## src/rtl/keyrep_pkg.sv

```systemverilog
// Shared types and constants for the PS/2 key-repeat controller.
// Holds the scan-code decoder states, the PS/2 prefix bytes and the default arrow-key codes.
package keyrep_pkg;

   typedef enum logic [1:0] {
      IDLE,
      BRK,
      EXT,
      EXT_BRK
   } dec_state_t;

   localparam logic [7:0] PS2_BREAK = 8'hF0;
   localparam logic [7:0] PS2_EXT   = 8'hE0;

   localparam logic [7:0] KEY_LEFT  = 8'h6B;
   localparam logic [7:0] KEY_RIGHT = 8'h74;
   localparam logic [7:0] KEY_UP    = 8'h75;
   localparam logic [7:0] KEY_DOWN  = 8'h72;

   function automatic int max_int(input int a, input int b);
      return (a > b) ? a : b;
   endfunction

endpackage

```

## src/rtl/key_repeat_chan.sv

```systemverilog
// One command channel: held flag, auto-repeat countdown and registered command pulse.
// held_next is exported so the parent can register any_held in the same cycle as held.
module key_repeat_chan
   import keyrep_pkg::*;
#(
   parameter int REPEAT_DELAY = 3,
   parameter int REPEAT_RATE  = 1
) (
   input  logic clock,
   input  logic reset,
   input  logic make_hit,
   input  logic break_hit,
   input  logic tick,
   output logic held,
   output logic cmd,
   output logic held_next
);

   localparam int CNT_W = $clog2(max_int(REPEAT_DELAY, REPEAT_RATE) + 1);
   localparam logic [CNT_W-1:0] DELAY_LOAD = CNT_W'(REPEAT_DELAY);
   localparam logic [CNT_W-1:0] RATE_LOAD  = CNT_W'(REPEAT_RATE);
   localparam logic [CNT_W-1:0] CNT_ONE    = CNT_W'(1);

   logic [CNT_W-1:0] cnt;
   logic [CNT_W-1:0] cnt_next;
   logic             cmd_next;

   // Break beats everything; a fresh make beats a coincident tick; keyboard typematic makes are dropped.
   always_comb begin
      held_next = held;
      cnt_next  = cnt;
      cmd_next  = 1'b0;
      if (break_hit) begin
         held_next = 1'b0;
         cnt_next  = '0;
      end else if (make_hit && !held) begin
         held_next = 1'b1;
         cmd_next  = 1'b1;
         cnt_next  = DELAY_LOAD;
      end else if (tick && held && (cnt != '0)) begin
         if (cnt == CNT_ONE) begin
            cmd_next = 1'b1;
            cnt_next = RATE_LOAD;
         end else begin
            cnt_next = cnt - CNT_ONE;
         end
      end
   end

   always_ff @(posedge clock) begin
      if (reset) begin
         held <= 1'b0;
         cmd  <= 1'b0;
         cnt  <= '0;
      end else begin
         held <= held_next;
         cmd  <= cmd_next;
         cnt  <= cnt_next;
      end
   end

endmodule

```

## src/rtl/key_repeat_ctrl.sv

```systemverilog
// PS/2 scan-code decoder with per-channel held flags and programmable auto-repeat command pulses.
// Optional macro KEYREP_EXT_MATCH_EN: channels also require the E0 prefix state to equal KEY_EXT[i].
module key_repeat_ctrl
   import keyrep_pkg::*;
#(
   parameter int                    NUM_KEYS     = 4,
   parameter logic [NUM_KEYS*8-1:0] KEY_CODES    = {KEY_DOWN, KEY_UP, KEY_RIGHT, KEY_LEFT},
   parameter logic [NUM_KEYS-1:0]   KEY_EXT      = '1,
   parameter int                    TICK_DIV     = 5000000,
   parameter int                    REPEAT_DELAY = 3,
   parameter int                    REPEAT_RATE  = 1
) (
   input  logic                clock,
   input  logic                reset,
   input  logic                ps2_key_pressed,
   input  logic [7:0]          ps2_key_data,
   output logic [NUM_KEYS-1:0] key_held,
   output logic [NUM_KEYS-1:0] key_cmd,
   output logic                any_held,
   output logic [7:0]          last_code
);

   localparam int PRESC_W = $clog2(TICK_DIV + 1);
   localparam logic [PRESC_W-1:0] PRESC_LAST = PRESC_W'(TICK_DIV - 1);
   localparam logic [PRESC_W-1:0] PRESC_ONE  = PRESC_W'(1);

   dec_state_t          state;
   dec_state_t          state_next;
   logic                dec_make;
   logic                dec_break;
   logic                dec_ext;
   logic [PRESC_W-1:0]  presc;
   logic                tick;
   logic [NUM_KEYS-1:0] held_next;

   assign tick = (presc == PRESC_LAST);

   always_ff @(posedge clock) begin
      if (reset) begin
         state     <= IDLE;
         presc     <= '0;
         last_code <= 8'h00;
         any_held  <= 1'b0;
      end else begin
         state    <= state_next;
         presc    <= tick ? '0 : presc + PRESC_ONE;
         any_held <= |held_next;
         if (dec_make || dec_break) begin
            last_code <= ps2_key_data;
         end
      end
   end

   // Prefix bytes only move the state; any other byte completes a make or break and returns to IDLE.
   always_comb begin
      state_next = state;
      dec_make   = 1'b0;
      dec_break  = 1'b0;
      dec_ext    = 1'b0;
      if (ps2_key_pressed) begin
         case (state)
            IDLE: begin
               if (ps2_key_data == PS2_EXT)        state_next = EXT;
               else if (ps2_key_data == PS2_BREAK) state_next = BRK;
               else                                dec_make   = 1'b1;
            end
            EXT: begin
               if (ps2_key_data == PS2_BREAK)      state_next = EXT_BRK;
               else if (ps2_key_data == PS2_EXT)   state_next = EXT;
               else begin
                  dec_make   = 1'b1;
                  dec_ext    = 1'b1;
                  state_next = IDLE;
               end
            end
            BRK: begin
               if (ps2_key_data == PS2_EXT)        state_next = EXT_BRK;
               else if (ps2_key_data == PS2_BREAK) state_next = BRK;
               else begin
                  dec_break  = 1'b1;
                  state_next = IDLE;
               end
            end
            EXT_BRK: begin
               if ((ps2_key_data != PS2_EXT) && (ps2_key_data != PS2_BREAK)) begin
                  dec_break  = 1'b1;
                  dec_ext    = 1'b1;
                  state_next = IDLE;
               end
            end
            default: state_next = IDLE;
         endcase
      end
   end

`ifndef KEYREP_EXT_MATCH_EN
   logic unused_ext;
   assign unused_ext = ^{KEY_EXT, dec_ext};
`endif

   for (genvar i = 0; i < NUM_KEYS; i++) begin : g_chan
      logic code_hit;
`ifdef KEYREP_EXT_MATCH_EN
      assign code_hit = (ps2_key_data == KEY_CODES[8*i +: 8]) && (dec_ext == KEY_EXT[i]);
`else
      assign code_hit = (ps2_key_data == KEY_CODES[8*i +: 8]);
`endif

      key_repeat_chan #(
         .REPEAT_DELAY (REPEAT_DELAY),
         .REPEAT_RATE  (REPEAT_RATE)
      ) u_chan (
         .clock     (clock),
         .reset     (reset),
         .make_hit  (dec_make && code_hit),
         .break_hit (dec_break && code_hit),
         .tick      (tick),
         .held      (key_held[i]),
         .cmd       (key_cmd[i]),
         .held_next (held_next[i])
      );
   end

endmodule

```

## config.mk

```make
export PLATFORM = sky130hd
export DESIGN_NAME = key_repeat_ctrl
export DESIGN_NICKNAME = d
export VERILOG_FILES = /design/src/rtl/keyrep_pkg.sv /design/src/rtl/key_repeat_chan.sv /design/src/rtl/key_repeat_ctrl.sv
export SDC_FILE = /design/constraint.sdc
export NUM_CORES = 1
export LEC_CHECK = 0
export ABC_AREA = 1
export CAP_MARGIN = 20
export CORE_ASPECT_RATIO = 1.5
export CORE_MARGIN = 2
export CORE_UTILIZATION = 39
export CTS_CLUSTER_SIZE = 25
export DETAILED_ROUTE_END_ITERATION = 6
export GPL_TIMING_DRIVEN = 0
export PLACE_DENSITY_LB_ADDON = 0.2
export SLEW_MARGIN = 0
export SYNTH_ARGS = -nofsm -noshare
export SYNTH_HDL_FRONTEND = slang
export SYNTH_SLANG_ARGS = --single-unit
```

## constraint.sdc

```tcl
create_clock -name clock -period 3.2 [get_ports clock]
set_input_delay 0.48 -clock clock [delete_from_list [all_inputs] [get_ports clock]]
set_output_delay 0.48 -clock clock [all_outputs]
set_load 0.01 [all_outputs]
```

== Word level (Yosys, flattened, before mapping) ==
Index checks and enable logic that the tools add are counted.
Cells by class
  add/sub/neg operators: 5
  multiply operators: 0
  div/mod/pow operators: 0
  $lt $le $gt $ge: 0
  equal/unequal tests: 18
  shifts and indexed selects: 0
  muxes and demuxes: 49
  bitwise logic cells: 0
  reductions and logical operators: 42
Operator list (count)
  two-way mux 2 bit: 18
  == test 8 x 7 -> 1 bit (second input constant): 4
  two-way mux 1 bit: 28
  adder 23 x 1 -> 23 bit (second input constant): 1
  == test 23 bit (second input constant): 1
  logical AND 1 bit: 21
  == test 8 bit (second input constant): 2
  inequality test 8 bit (second input constant): 2
  nonzero test 2 bit: 8
  == test 2 x 1 -> 1 bit (second input constant): 5
  OR reduction 2 bit: 5
  case mux 2 bit (4 select lines): 1
  subtractor 2 x 1 -> 2 bit (second input constant): 4
  == test 2 bit (second input constant): 2
  zero test 1 bit: 4
  case mux 1 bit (2 select lines): 2
  OR reduction 4 bit: 1
  inequality test 3 bit (second input constant): 1
  AND reduction 3 bit: 1
  zero test 2 bit: 1
  inequality test 2 bit (second input constant): 1
  logical OR 1 bit: 1
Word-level totals
  register bits: 50
  bits in latches: 0
  bits in writable memories: 0
  ROM bits: 0
  bits of input ports: 11
  output and inout port bits: 17
  logic and storage cells: 130
  memories kept: 0

== Depth between registers and ports, before layout ==
  depth after elaboration: 10
  gate-level depth with buffers: 11
  depth with buffers taken out: 11

== Modules after synthesis ==
A second synthesis with hierarchy kept.
Unflattened totals
  cell total of the unflattened synthesis: 385
  area, all modules: 2837.7 um2
Modules (own cells, without submodules)
  key_repeat_ctrl: instances 1, cells each 269, area each 1881.8 um2, sequential area each 680.7 um2
  key_repeat_chan: instances 4, cells each 29, area each 239.0 um2, sequential area each 80.1 um2

== Least setup slack after synthesis ==
Ideal clock, no wire load.
  path kind: reg2reg
  start point: register presc[0]
  end point: register g_chan[2].u_chan.cnt[0]
  library setup time: 0.109 ns
  arrival: 1.381 ns
  required time: 3.091 ns
  slack: 1.710 ns
  cell stages (with the launch flop): 12
  buffers on the path: 1
  clock period less this slack: 1.490 ns
  path through: dfxtp_1 > ha_1 > nand2_1 > inv_1 > nand2_1 > nor3_4 > buf_2 > nand3_1 > nand2_1 > nand3_1 > nand2_1 > inv_1
Between the ends
  longest elaborated chain between the ends: 4
Ends and longest elaborated chain
  start, declared: RTL line key_repeat_ctrl.sv:32  | logic [PRESC_W-1:0] presc;
  start signal, assigned: RTL line key_repeat_ctrl.sv:46  | presc <= tick ? '0 : presc + PRESC_ONE;
  == test 23 bit: RTL line key_repeat_ctrl.sv:36  | assign tick = (presc == PRESC_LAST);
  logical AND 1 bit (2 in series): RTL line key_repeat_chan.sv:40  | end else if (tick && held && (cnt != '0)) begin
  nonzero test 2 bit (no source line)
  end signal, assigned: RTL line key_repeat_chan.sv:58  | cnt <= cnt_next;
  end, declared: RTL line key_repeat_chan.sv:24  | logic [CNT_W-1:0] cnt;
No other way between the ends.
A chain may end at the register's enable or synchronous reset.

== Worst setup path after layout ==
  start point: input port ps2_key_data[4]
  end point: register any_held
Between the ends
  longest elaborated chain between the ends: 10
  elaborated cells between the ends (all ways): 39
  those cells by class: 8 x eq/ne; 17 x mux; 14 x reduce/logical
Ends and longest elaborated chain
  start, declared: RTL line key_repeat_ctrl.sv:16  | input logic [7:0] ps2_key_data,
  == test 8 bit (on tied branches)
  two-way mux 1 bit (on tied branches): RTL line key_repeat_ctrl.sv:69, key_repeat_ctrl.sv:64, key_repeat_ctrl.sv:78
  two-way mux 1 bit (on tied branches): RTL line key_repeat_ctrl.sv:68, key_repeat_ctrl.sv:63
  case mux 1 bit (2 select lines): RTL line key_repeat_ctrl.sv:61  | case (state)
  two-way mux 1 bit: RTL line key_repeat_ctrl.sv:60  | if (ps2_key_pressed) begin
  logical AND 1 bit: RTL line key_repeat_ctrl.sv:115  | .make_hit (dec_make && code_hit),
  logical AND 1 bit: RTL line key_repeat_chan.sv:36  | end else if (make_hit && !held) begin
  two-way mux 1 bit: RTL line key_repeat_chan.sv:36
  two-way mux 1 bit: RTL line key_repeat_chan.sv:33  | if (break_hit) begin
  OR reduction 4 bit *: RTL line key_repeat_ctrl.sv:47  | any_held <= |held_next;
  end signal, assigned: RTL line key_repeat_ctrl.sv:47
  end, declared: RTL line key_repeat_ctrl.sv:19  | output logic any_held,
Every way passes the cells marked *; elsewhere a longest branch is shown, timed or not.

==> results.cfg <==
[pwr]
fin_total_pwr_w = 0.00119
peakVddDrop_v = 0.000191
seqPwrFrac = 0.540
p_per_area_nw_per_um2 = 373
p_int_w = 0.000914
switching_share = 0.231
p_clk_frac = 0.374
combPwrFrac = 0.085
switching_power_w = 0.000275
total_leakage_power_nw = 1.34

[clock_network]
clkLatencyLatePin_ps = 300
cts_tree = done
cts_setup_buffers = 0
cts.sinks = 50
h-tree-depth = 2
cts.repair.resized = 0
cts_root_buffer = clkbuf_8
cts_buffers = 5
cts.path.max_buffers = 2
ctsHoldBuffers = 0
cts.clk_slew.worst_paths_ps = 90

[yosys]
async_flop_share = 0
yosys.area.top_type = dfxtp_1
synth-seq-cells = 50
netlist_instances = 387
synth_area_per_cell_sq_um = 7.00
yosys_most_used_dff = dfxtp_1
synth_nets = 411
ys_warn_count = 0
yosysMostFrequentCell = nand2_1
yosys.area.top_type_share = 0.370
synth.top_cells.by_count = 70 x nand2_1, 60 x inv_1, 56 x nor2_1, 50 x dfxtp_1, 27 x nand3_1
ys_types = 33
ys_seq_area_frac = 0.370
synth.top_cells.by_area = dfxtp_1 37%, nand2_1 9.7%, inv_1 8.3%
syn_area_sq_um = 2710
synth_edf_count = 0

[run]
cap_violations = 0

[timing]
relSlewSlack = 0.677
rsz0062_at_grt = no
drv_slew = 0
period_minus_slack_ps = 1880
worstMarginPinSlew_ps = 483
final-hold-violation-count = 0
tns_ps = 0
setup-violations-final = 0
fin_worst_skew_ps = 7.33
fmax_mhz = 532
timing.hold.ws_ps = 451
min_period_over_period = 0.588

[drt]
via_per_inst = 4.86
drtIter0Drc = 72
vias = 2430
wire_per_inst_um = 11.1
drtPass1Iterations = 4
drt-total-wl_um = 5530
postRouteAntennaNets = 0
drc_errors = 0

[critical_path]
crit_type = in2reg
cp.depth = 11
critPathMaxStageDelay_ps = 500
cp_top_family = buffers and inverters
cp_slowest_cell = clkdlybuf4s50_1
crit_chain = clkdlybuf4s50_1 > inv_1 > nand2_1 > nor2_1 > o21ai_4 > buf_4 > nand4_1 > nand2_1 > nand2_1 > nor2_1 > nor2_1
r2r-end = g_chan[2].u_chan.cnt[1]$_SDFFE_PP0P_
endpoint_kind = flop
cp.arrival_ps = 2080
path_buf_inv = 3
reg2regPathDepth = 11
r2r_start = presc[0]$_SDFF_PP0_
ff2ff_setup_slack_ps = 1470
critPathMaxFanout = 10
cp.required_ps = 3400
start_kind = input pin

[min_path]
hold_depth = 1
hold_class = reg2reg
min_to = presc[0]$_SDFF_PP0_
hold_path.startpoint = presc[0]$_SDFF_PP0_

[final_layout]
drive_gt1_frac = 0.0853
fin_area_sq_um = 3190
diodes = 0
layout.nets = 445
area_growth_pct = 17.7

[floorplanning]
core_sq_um = 6810
die_h_um = 106
io_pins = 28
rows = 37
start_util = 0.398
dieArea_sq_um = 7640
fp.dieW_um = 72.0

[grt]
grt_pass1_wl_um = 10000
grt.total_usage = 0.163
antenna_found_initial = 0
grt_pass1_vias = 2429
grt_overflow = 0
grt_start_max_net_pins = 17

[outcome]
status = completed

[place]
dp_hpwl_um = 4380
gp_congestion = 0.859
placed_cell_area_sq_um = 3080
port_buffers = 27
sequential cells by signal (all words and copies together), names as in the netlist:
name                count
g_chan.u_chan.held      4
presc                  23
any_held                1
last_code               8
g_chan.u_chan.cnt       8
state                   2
g_chan.u_chan.cmd       4
cell usage in the layout, fill, tap and decap left out, types with 5 or more instances in the layout:
cell             instances
clkdlybuf4s50_1         27
clkbuf_8                 5
inv_1                   60
dfxtp_1                 50
nand2_1                 70
ha_1                    13
a21oi_1                 18
buf_4                   11
xor2_1                   6
nor3_1                  13
o21ai_0                 15
nor2_1                  56
nand3_1                 27
nand4_1                 21
power groups by stage:
stage	Combinational (W)	Sequential, W	Clock, W
after floorplan	0.0000543	0.000660	0
after global placement	0.000101	0.000657	0
after detailed placement	0.000102	0.000657	0
after CTS	0.000102	0.000643	0.000468
after global routing	0.000115	0.000645	0.000493
final	0.000102	0.000643	0.000445
worst max-delay path by stage:
stage	startpoint	end	slack (ps)
2_1_floorplan	presc[0]$_SDFF_PP0_	g_chan[2].u_chan.cnt[0]$_SDFFE_PP0P_	1710
3_3_place_gp	ps2_key_data[4]	any_held$_SDFF_PP0_	1000
3_5_place_dp	ps2_key_data[4]	any_held$_SDFF_PP0_	1000
4_1_cts	ps2_key_data[4]	any_held$_SDFF_PP0_	1330
5_1_grt	ps2_key_data[4]	any_held$_SDFF_PP0_	1110
6_report	ps2_key_data[4]	any_held$_SDFF_PP0_	1320
per-layer routing:
metal | track usage | share of wire
met4 | 0.0970 | 0.037
met3 | 0.0284 | 0.027
met2 | 0.296 | 0.52
met5 | 0 | 0
met1 | 0.171 | 0.42
final cells by class:
cell class                      instances  area [sq um]
Clock buffer                            5          68.8
Timing Repair Buffer                   27           270
Inverter                               63           236
Multi-Input combinational cell        258          1350
Buffer                                 16           118
Fill cell                             701          3620
Tap cell                               78          97.6
Sequential cell                        50          1000
Clock inverter                          3          43.8
cells by family (layout without fill, tap and decap cells):
logic type / after synthesis / in the layout / synth area share
buffers and inverters: 79 / 114 / 0.131
DFF: 50 / 50 / 0.370
and+or+nand+nor: 199 / 199 / 0.337
xor gates and xnor gates: 7 / 7 / 0.0226
adders and majority gates: 13 / 13 / 0.0600
AOI/OAI and AO/OA: 39 / 39 / 0.0804
per-stage QoR:
stage,util,worst slack [ps],instances
finish,0.469,1320,500
global placement,0.452,1000,492
global route,0.469,1110,500
CTS,0.469,1330,500
detailed placement,0.452,1000,492
floorplan,-,1710,387
(Power assumes the default switching activity.)
